## src/rtl/regfile_sb.sv

```systemverilog
// regfile_sb: multi-read-port register file with a per-register pending
// (scoreboard) bit. Decode locks destinations and reads sources; writeback
// writes results and releases the lock on the written register.
//
// Parameters:
//   n      bits per register
//   k      address bits (2^k registers)
//   R      number of read ports (>= 1)
//   ZERO   1: register 0 reads as 0 and ignores writes/locks
//   BYPASS 1: same-cycle write data is forwarded to matching read ports
//
// Ports:
//   clk   clock, all state updates on posedge
//   rst   synchronous active-high reset (clears data and pending bits)
//   x     write data
//   ld    write enable: reg[d] <= x, pending[d] <= 0
//   d     write address
//   lk    lock request: pending[lkd] <= 1
//   lkd   lock address
//   lkb   pending[lkd] is already set (re-lock warning to the issuer)
//   s     read addresses, port i at s[i*k +: k]
//   q     read data, port i at q[i*n +: n]
//   rdy   per-port: read data is architecturally valid
module regfile_sb #(
  parameter int n      = 16,
  parameter int k      = 4,
  parameter int R      = 2,
  parameter int ZERO   = 0,
  parameter int BYPASS = 1
) (
  input  logic           clk,
  input  logic           rst,
  input  logic [n-1:0]   x,
  input  logic           ld,
  input  logic [k-1:0]   d,
  input  logic           lk,
  input  logic [k-1:0]   lkd,
  output logic           lkb,
  input  logic [R*k-1:0] s,
  output logic [R*n-1:0] q,
  output logic [R-1:0]   rdy
);

  localparam int   NREG      = 1 << k;
  localparam logic ZERO_EN   = (ZERO != 0);
  localparam logic BYPASS_EN = (BYPASS != 0);

  logic [n-1:0]    regs [NREG];
  logic [NREG-1:0] pend;

  logic ld_ok;
  logic lk_ok;

  assign ld_ok = ld && !(ZERO_EN && d == '0);
  assign lk_ok = lk && !(ZERO_EN && lkd == '0);

  // The lock is applied after the release so that a same-cycle write and
  // lock of one register leaves it pending: the new producer supersedes.
  always_ff @(posedge clk) begin
    if (rst) begin
      for (int j = 0; j < NREG; j++) regs[j] <= '0;
      pend <= '0;
    end else begin
      if (ld_ok) begin
        regs[d] <= x;
        pend[d] <= 1'b0;
      end
      if (lk_ok) pend[lkd] <= 1'b1;
    end
  end

  assign lkb = pend[lkd] && !(ZERO_EN && lkd == '0);

  for (genvar i = 0; i < R; i++) begin : g_rd
    logic [k-1:0] a;
    logic         zero_a;
    logic         hit;

    assign a      = s[i*k +: k];
    assign zero_a = ZERO_EN && a == '0;
    // Forwarding is suppressed during reset since the write will not land.
    assign hit    = BYPASS_EN && ld && d == a && !zero_a && !rst;

    assign q[i*n +: n] = hit ? x : (zero_a ? '0 : regs[a]);
    assign rdy[i]      = hit | !pend[a] | zero_a;
  end

endmodule

```

## config.mk

```make
export PLATFORM = sky130hd
export DESIGN_NAME = regfile_sb
export DESIGN_NICKNAME = d
export VERILOG_FILES = /design/src/rtl/regfile_sb.sv
export SDC_FILE = /design/constraint.sdc
export NUM_CORES = 1
export LEC_CHECK = 0
export ABC_AREA = 1
export ABC_CLOCK_PERIOD_IN_PS = 1440
export BUFFER_PORTS_ARGS = -buffer_cell sky130_fd_sc_hd__buf_2
export CORE_AREA = 5 5 188 190
export CTS_CLUSTER_SIZE = 30
export DETAILED_ROUTE_END_ITERATION = 8
export DIE_AREA = 0 0 193 195
export MAX_ROUTING_LAYER = met4
export PLACE_DENSITY = 0.69
export SLEW_MARGIN = 20
export SYNTH_ARGS = -nofsm -noshare
export SYNTH_HDL_FRONTEND = slang
export SYNTH_SLANG_ARGS = --single-unit
```

## constraint.sdc

```tcl
create_clock -name clk -period 1.44 [get_ports clk]
set_input_delay 0 -clock clk [delete_from_list [all_inputs] [get_ports clk]]
set_output_delay 0 -clock clk [all_outputs]
set_load 0.02 [all_outputs]
```

# After elaboration in Yosys (flattened, before gate mapping)
# Memory sizes are Yosys's and may differ from the RTL's.
# Index checks and enable logic that the tools add are counted.
[op_classes]
magnitude_cmp = 6
n_eq_ne = 2
muxes = 23
bitwise = 5
reduce_logical = 10
[ops]
columns = ["operator", "n"]
rows = [
  ["$mux 16", 6],
  ["$lt 4x5->1 const B", 4],
  ["$and 16x16->16", 1],
  ["$not 16->16", 1],
  ["$or 16x16->16", 1],
  ["$reduce_or 16->1", 1],
  ["$bmux 1 s4", 3],
  ["$mux 1", 11],
  ["$demux 1 s4", 2],
  ["$eq 4x4->1", 2],
  ["$ge 4x1->1 const B", 2],
  ["$logic_and 1x1->1", 6],
  ["$mux 4", 1],
  ["$logic_not 1->1", 3],
  ["$or 1x1->1", 2],
]
[word_totals]
ff_bits = 16
ram_bits = 256
word_cells = 48
n_memories = 1
[memory_table]
columns = ["name", "words", "width", "rd", "rd_clocked_by_memory_dff", "wr", "line_no", "source"]
rows = [
  ["regs", 16, 16, 2, 0, 16, "48", "logic [n-1:0] regs [NREG];"],
]

# Depth between registers and ports, before layout
# Gate-level depths: netlist of run 1.
[logic_depth]
ltp_word = 10
ltp_mapped = 11
ltp_nobuf = 9

# Least setup slack after synthesis of run 1
# Ideal clock, no wire load.
[synth_path]
kind = "input -> register"
start = "in d[3]"
end = "mem regs[7][0] (enable)"
arrival_time_ps = 1174
t_required_ps = 1068
setup_slack_ps = -106
cell_stages = 5
path_buffers = 2
path_cell_list = "buf_2 nor4_1 inv_2 clkbuf_1 nand2_1"
[synth_rtl]
columns = ["element", "line_no", "source"]
rows = [
  ["start: declaration", "35", "input logic [k-1:0] d,"],
  ["end: declaration", "48", ""],
]

==> flow_metrics.py, run 1 <==
metrics = {
    "routing": {
        "firstDrtPassIters": 9,
        "wl_per_cell_um": 21.7,
        "totalWireLength_um": 61300,
        "ant_nets": 0,
        "drc": 0,
        "dr_total_vias": 16700,
        "drtIter0Drc": 2533,
        "viasPerCell": 5.92,
    },
    "timing": {
        "tightest_slew_ns": 0.666,
        "clock_skew_ns": 0,
        "setup-violations-final": 35,
        "timing.final.max_slew_violations": 0,
        "slew_headroom_pct": 55.6,
        "period_share_pct": 124,
        "finalHoldViolCount": 0,
        "worst_slack_ns": -0.352,
        "rsz0062_at_grt": "true",
        "fmax_mhz": 558,
        "min_period_ns": 1.79,
    },
    "worst_setup_path": {
        "worstPathArrival_ns": 1.79,
        "critPathBufInv": 2,
        "slowest_stage": "edfxtp_1",
        "reg2reg_to": "pend[15]$_SDFF_PP0_",
        "r2r-start": "pend[15]$_SDFF_PP0_",
        "slowest_delay_ns": 0.39,
        "startpoint_type": "flip-flop",
        "crit_path_frequent_cell": "nand2_1",
        "reg2reg_depth": 2,
        "crit_chain": "inv_2 > nand2_1 > nand3_2 > nand3_2 > nand3_2 > nand2_1 > nand2_1 > nand2_1 > buf_6",
        "cp_max_fo": 2,
        "crit_required_ns": 1.44,
        "critPathCaptureType": "output port",
        "ff2ff_setup_slack_ns": 0.77,
        "critical_path_class": "reg -> out",
        "path_delay_family": "simple AND/OR/NAND/NOR gates",
    },
    "synth": {
        "ys_ff_latch": 272,
        "yosysTopAreaCell": "edfxtp_1",
        "ys_seq_area_share_pct": 48.8,
        "synth_top_area_share_pct": 46.8,
        "yosysWarnings": 0,
        "synth_fp_nets": 2297,
        "syn_area_per_cell_sq_um": 7.26,
        "synth_cell_types": 29,
        "synth_area_leaders": "edfxtp_1, nand2_1, nand3_1, inv_1, nor2_1",
        "synthCells": 2261,
        "syn_area_sq_um": 16400,
    },
    "clock_tree": {
        "cts_buffer_depth": 3,
        "clock-root-buffer": "clkbuf_16",
        "h-tree-depth": 1,
        "clock_latency_ns": 0.56,
        "clkTransAtPathRegs_ns": 0.06,
        "cts.sinks": 272,
        "numCtsBuffers": 31,
        "cts_tree": "yes",
    },
    "finish": {
        "layout-drive-gt1-share_pct": 28.9,
        "multi_input_area_sq_um": 7960,
        "fin_area_sq_um": 20800,
        "area_growth_pct": 27.0,
        "fin_cells": 2819,
        "final_nets": 2381,
        "nFillCells": 2820,
        "seqCellArea_sq_um": 8030,
    },
    "min_path": {
        "hold_path_class": "in -> reg",
        "hold_depth": 4,
        "hold_start": "x[12]",
        "hold_end": "regs[0][12]$_SDFFCE_PN0P_",
    },
    "floorplanning": {
        "start_util_pct": 49.3,
        "row_count": 67,
        "ioPinCount": 71,
        "die_area_sq_um": 37600,
        "core_area_sq_um": 33300,
        "dieWidth_um": 193,
        "die_h_um": 195,
    },
    "power_and_ir_drop": {
        "pwr-share-clk_pct": 38.1,
        "pwr_density_cell_nw_per_um2": 1040,
        "cell_internal_pwr_mw": 15.5,
        "leakage_nw": 9.56,
        "peakVddDrop_mv": 1.09,
        "totalPowerFinal_mw": 21.7,
        "p_seq_share_pct": 42.5,
        "switchingPower_mw": 6.25,
        "switching_share_pct": 28.8,
        "pwr-share-comb_pct": 19.4,
    },
    "placement": {
        "port_buffers": 70,
        "dp_hpwl_um": 38400,
        "dp_slack_ns": 0.0547,
        "dp.cells": 2740,
        "dpl_cell_area_sq_um": 17900,
        "place.gp.congestion": 0.934,
    },
    "global_route": {
        "grt.overflow.total": 0,
        "antenna_found_initial": 2,
        "grt_first_pass_wirelength_um": 90900,
        "grt_max_degree": 66,
        "first_global_vias": 16000,
        "grt_usage_pct": 32.2,
    },
    "flow_run": {
        "cap_violations": 0,
    },
    "run_status": {
        "violations": "setup timing",
        "outcome": "complete, but fails checks",
    },
}
final cells by class:
class	instances	share of cell area (%)
multi-input cells	1517	38.2
well taps	448	2.69
diodes	2	0.0240
repair buffers	202	9.73
flip-flops and latches	272	38.5
clock inverters	24	1.28
inverters	321	5.83
clock buffers	33	3.76
per-layer routing:
layer | share of wire (%) | routed length (um) | vias to the layer above | global-route usage [%]
li1 | - | - | 7392 | -
met1 | 37 | 22400 | 7894 | 40.9
met2 | 46 | 28200 | 1123 | 49.4
met3 | 11 | 6990 | 270 | 5.59
met4 | 6.1 | 3760 | 0 | 16.8
met5 | 0 | 0 | - | -
Yosys cell counts (all sizes together):
cell,count
o22ai,10
edfxtp,256
nand4,16
clkbuf,66
nand3,479
a21oi,20
inv,319
o21ai,25
nor4,1
clkinv,2
xor2,1
dfxtp,16
nor2,277
buf,85
nand2,680
a22oi,8
what timing repair did:
action / in CTS / in global routing
hold buffers: 18 / 0
pin swaps: 121 / 143
setup buffers: 2 / 0
setup endpoints to repair: 35 / 35
gates resized for setup: 212 / 293
hold endpoints to repair: 68 / 0
flip-flops by register name, summed over array words and instances (netlist names):
signal,flops
regs,256
pend,16
tightest hold or removal path, stage by stage:
cell and delay, ns:
buf_2 0.10, inv_1 0.04, buf_4 0.20, nor2_1 0.11
per-stage QoR:
stage          util (%)  hold WS [ns]  setup TNS (ns)
2_1_floorplan         -         0.173               0
3_3_place_gp       53.9         0.346               0
3_5_place_dp       53.9         0.349               0
4_1_cts            59.7       0.00363           -8.93
5_1_grt            62.6        0.0252          -11.56
6_report           62.6        0.0141           -9.40
kinds of logic (layout without fill, tap and decap cells):
| family | Yosys count | in the layout | share of synthesized area, % |
|---|---|---|---|
| other | 0 | 2 | 0 |
| AO/OA/AOI/OAI | 63 | 63 | 2.26 |
| AND/OR/NAND/NOR | 1453 | 1453 | 37.3 |
| buffers and inverters | 472 | 580 | 11.6 |
| flip-flops | 272 | 272 | 48.8 |
| XOR/XNOR | 1 | 1 | 0.0534 |
power groups by stage:
stage / clock network [mW] / registers, mW / logic, mW
global placement: 0 / 9.34 / 3.36
detailed placement: 0 / 9.35 / 3.41
CTS: 8.29 / 9.20 / 3.76
global route: 8.62 / 9.26 / 4.46
finish: 8.26 / 9.23 / 4.21
floorplan: 0 / 9.32 / 2.09
worst max-delay path by stage:
stage	startpoint	end	slack, ns	cells after the start
final	regs[13][14]$_SDFFCE_PN0P_	q[14]	-0.35	9
after global routing	regs[13][11]$_SDFFCE_PN0P_	q[11]	-0.40	9
after floorplan	d[3]	regs[8][0]$_SDFFCE_PN0P_	0.005	7
after CTS	regs[13][11]$_SDFFCE_PN0P_	q[11]	-0.30	9
after global placement	s[5]	q[24]	0.05	10
after detailed placement	rst	regs[7][12]$_SDFFCE_PN0P_	0.05	8
cell usage in the layout (no fill, tap or decap):
cell type | synthesis | layout
o22ai_1 | 10 | 10
diode_2 | 0 | 2
edfxtp_1 | 256 | 256
inv_1 | 298 | 200
nand2_4 | 1 | 1
inv_4 | 2 | 4
dfxtp_1 | 16 | 2
inv_2 | 19 | 115
nand3_2 | 0 | 220
o21ai_1 | 2 | 12
nor2_2 | 1 | 1
xor2_1 | 1 | 1
nor4_1 | 1 | 1
nand2_2 | 1 | 71
clkinvlp_4 | 0 | 2
nand3_1 | 478 | 246
buf_12 | 0 | 34
clkbuf_16 | 0 | 31
dlygate4sd3_1 | 0 | 18
a22oi_1 | 8 | 3
nand3_4 | 1 | 13
nand4_1 | 16 | 16
a21oi_2 | 2 | 4
o21ai_0 | 22 | 11
dfxtp_2 | 0 | 14
bufinv_16 | 0 | 6
nand2_1 | 678 | 608
buf_4 | 15 | 82
a21oi_4 | 1 | 1
a22oi_2 | 0 | 5
clkinv_2 | 0 | 10
a21oi_1 | 17 | 15
o21ai_2 | 1 | 2
buf_2 | 56 | 34
buf_6 | 1 | 34
clkinv_1 | 2 | 8
nor2_1 | 276 | 276
clkbuf_1 | 66 | 2
Note: power is estimated with default switching activity, not from simulation.
==> run 2, diff against run 1 <==
--- a/config.mk
+++ b/config.mk
@@ -6,14 +6,15 @@
 export NUM_CORES = 1
 export LEC_CHECK = 0
 export ABC_AREA = 1
-export ABC_CLOCK_PERIOD_IN_PS = 1440
+export ABC_CLOCK_PERIOD_IN_PS = 1840
 export BUFFER_PORTS_ARGS = -buffer_cell sky130_fd_sc_hd__buf_2
-export CORE_AREA = 5 5 188 190
+export CORE_AREA = 5 5 168 170
 export CTS_CLUSTER_SIZE = 30
 export DETAILED_ROUTE_END_ITERATION = 8
-export DIE_AREA = 0 0 193 195
+export DIE_AREA = 0 0 173 175
 export MAX_ROUTING_LAYER = met4
-export PLACE_DENSITY = 0.69
+export PLACE_DENSITY = 0.8
+export RECOVER_POWER = 25
 export SLEW_MARGIN = 20
 export SYNTH_ARGS = -nofsm -noshare
 export SYNTH_HDL_FRONTEND = slang
==> constraint.sdc (replaced) <==
create_clock -name clk -period 1.84 [get_ports clk]
set_input_delay 0 -clock clk [delete_from_list [all_inputs] [get_ports clk]]
set_output_delay 0 -clock clk [all_outputs]
set_load 0.02 [all_outputs]
==> run 2 against run 1 <==
Against the previous run:
- the flow now finishes without violations
- clock power down 28%
- via count fell by 1.0%
- count of clock-buffer cells in the layout is 6 higher
- sequential power fell by 22%
- final cell count decreased by 5.4%
- die area is 20% lower
- worst setup slack improved by 0.37 ns
- total power is 27% lower
- sequential cell count stayed put
- largest cell class unchanged
==> flow_metrics.py, run 2 (synthesis gave the netlist of run 1 again) <==
metrics = {
    "routing": {
        "totalWireLength_um": 57700,
        "dr_total_vias": 16500,
        "wl_per_cell_um": 21.6,
        "viasPerCell": 6.19,
        "ant_nets": 0,
        "drtIter0Drc": 2632,
        "firstDrtPassIters": 6,
        "drc": 0,
    },
    "timing": {
        "fin_tns_setup_ns": 0,
        "tightest_slew_ns": 1.08,
        "fmax_mhz": 548,
        "slew_headroom_pct": 27.8,
        "min_period_ns": 1.82,
        "timing.final.max_slew_violations": 0,
        "hold_slack_ns": 0.0182,
        "finalHoldViolCount": 0,
        "rsz0062_at_grt": "true",
        "period_share_pct": 99.1,
        "clock_skew_ns": 0,
        "setup-violations-final": 0,
    },
    "finish": {
        "layout-drive-gt1-share_pct": 11.6,
        "largest_reg_flops": 256,
        "reg_top3": "regs (256), pend (16)",
        "nFillCells": 2226,
        "area_growth_pct": 12.8,
        "multi_input_area_sq_um": 6740,
        "seqCellArea_sq_um": 8010,
        "layout_commonest_cell": "nand2_1",
        "utilization_pct": 69.7,
        "regMostFlops": "regs",
        "final_cell_mix": "nand2_1, nand3_1, inv_1, nor2_1, edfxtp_1",
        "final_nets": 2337,
        "fin_area_sq_um": 18500,
    },
    "global_route": {
        "grt_usage_pct": 38.1,
        "first_global_vias": 16100,
        "grt_max_degree": 69,
        "grt.overflow.total": 0,
        "antenna_found_initial": 3,
        "grt_first_pass_wirelength_um": 87900,
    },
    "power_and_ir_drop": {
        "totalPowerFinal_mw": 15.8,
        "peakVddDrop_mv": 0.796,
        "pwr_density_cell_nw_per_um2": 853,
        "leakage_nw": 8.80,
    },
    "worst_setup_path": {
        "crit_required_ns": 1.84,
        "path_delay_family": "simple AND/OR/NAND/NOR gates",
        "reg2reg_depth": 3,
        "reg2reg_to": "pend[0]$_SDFF_PP0_",
        "critPathBufInv": 2,
        "crit_path_frequent_cell": "nand2_1",
        "crit_chain": "inv_1 > nand2_1 > nand3_1 > nand3_1 > nand3_1 > nand2_1 > nand2_1 > nand2_1 > buf_2",
        "path_depth": 9,
        "startpoint_type": "flip-flop",
        "ff2ff_setup_slack_ns": 0.63,
        "crit_start": "regs[9][1]$_SDFFCE_PN0P_",
        "worstPathArrival_ns": 1.82,
        "slowest_stage": "edfxtp_1",
        "slowest_delay_ns": 0.39,
        "endpoint": "q[1]",
        "r2r-start": "pend[0]$_SDFF_PP0_",
        "critPathCaptureType": "output port",
        "cp_max_fo": 2,
        "critical_path_class": "reg -> out",
    },
    "floorplanning": {
        "ioPinCount": 71,
        "die_h_um": 175,
        "core_area_sq_um": 26600,
        "die_area_sq_um": 30300,
        "dieWidth_um": 173,
        "start_util_pct": 61.8,
        "row_count": 60,
    },
    "placement": {
        "dpl_cell_area_sq_um": 17300,
        "dp_hpwl_um": 36200,
        "place.gp.congestion": 0.997,
        "port_buffers": 70,
    },
    "clock_tree": {
        "clock_latency_ns": 0.55,
        "cts_tree": "yes",
        "h-tree-depth": 1,
        "clkTransAtPathRegs_ns": 0.07,
        "cts_setup_buffers": 0,
        "clock-root-buffer": "clkbuf_16",
        "cts.sinks": 272,
        "numCtsBuffers": 29,
        "cts_buffer_depth": 3,
    },
    "flow_run": {
        "cap_violations": 0,
    },
    "run_status": {
        "outcome": "completed",
    },
    "min_path": {
        "hold_path_class": "in -> reg",
    },
}
[run 2: cell count changes in the layout (fill, tap and decap cells not counted), sizes merged, moves of 2 or more]
cell         previous run  this run
buf                   184       141
clkbuf                 33        49
dlygate4sd3            18         9
clkinv                 18        11
bufinv                  6         2
clkinvlp                2         4
[run 2: metal layers]
metal	vias up	share of wire (%)	GRT usage, %	routed length, um
met5	-	0	-	0
met4	0	6.1	20.4	3520
met3	267	13	7.31	7500
met2	1323	46	59.3	26400
met1	7627	35	47.4	20300
li1	7294	-	-	-
[run 2: worst reg2reg max path, cell delays in order, from the launching register on]
cell	delay, ns
dfxtp_1	0.38
nand3_1	0.09
o21ai_1	0.11
dlygate4sd3_1	0.57
[run 2: power breakdown]
part           total, mW  internal [mW]  switching, mW  leakage (nW)
clock network       5.92           3.41           2.52         0.469
registers           7.20           7.10         0.0999          2.57
logic               2.68          0.753           1.93          5.76
[run 2: final cells by class]
class                      instances  share of cell area, %
sequential                       272                   43.2
multi-input combinational       1517                   36.4
inverter                         321                   6.55
timing repair buffer             160                   6.34
clock buffer                      39                   4.44
tap                              341                   2.30
clock inverter                    15                  0.723
antenna                            3                 0.0405
[run 2: timing repair]
item,in CTS,in global routing
hold buffers,10,0
hold endpoints to repair,16,0
cloned,0,0
pin swaps,0,9
setup endpoints to repair,1,23
gates resized for setup,1,53
[run 2: how the worst min path moves through the flow]
stage	depth (start not counted)	from	end	slack [ns]
after global placement	4	x[11]	q[27]	0.35
after global routing	4	x[2]	regs[1][2]$_SDFFCE_PN0P_	0.04
after CTS	4	x[2]	regs[13][2]$_SDFFCE_PN0P_	0.002
after floorplan	2	x[5]	q[21]	0.17
final	4	x[2]	regs[13][2]$_SDFFCE_PN0P_	0.02
after detailed placement	4	x[13]	q[29]	0.35
[run 2: through the flow]
| stage | setup slack [ns] | std cells |
|---|---|---|
| after floorplan | 0.294 | 2261 |
| after global placement | 0.353 | 2602 |
| after detailed placement | 0.325 | 2602 |
| after CTS | 0.00898 | 2666 |
| after global routing | -0.0295 | 2668 |
| final | 0.0157 | 2668 |
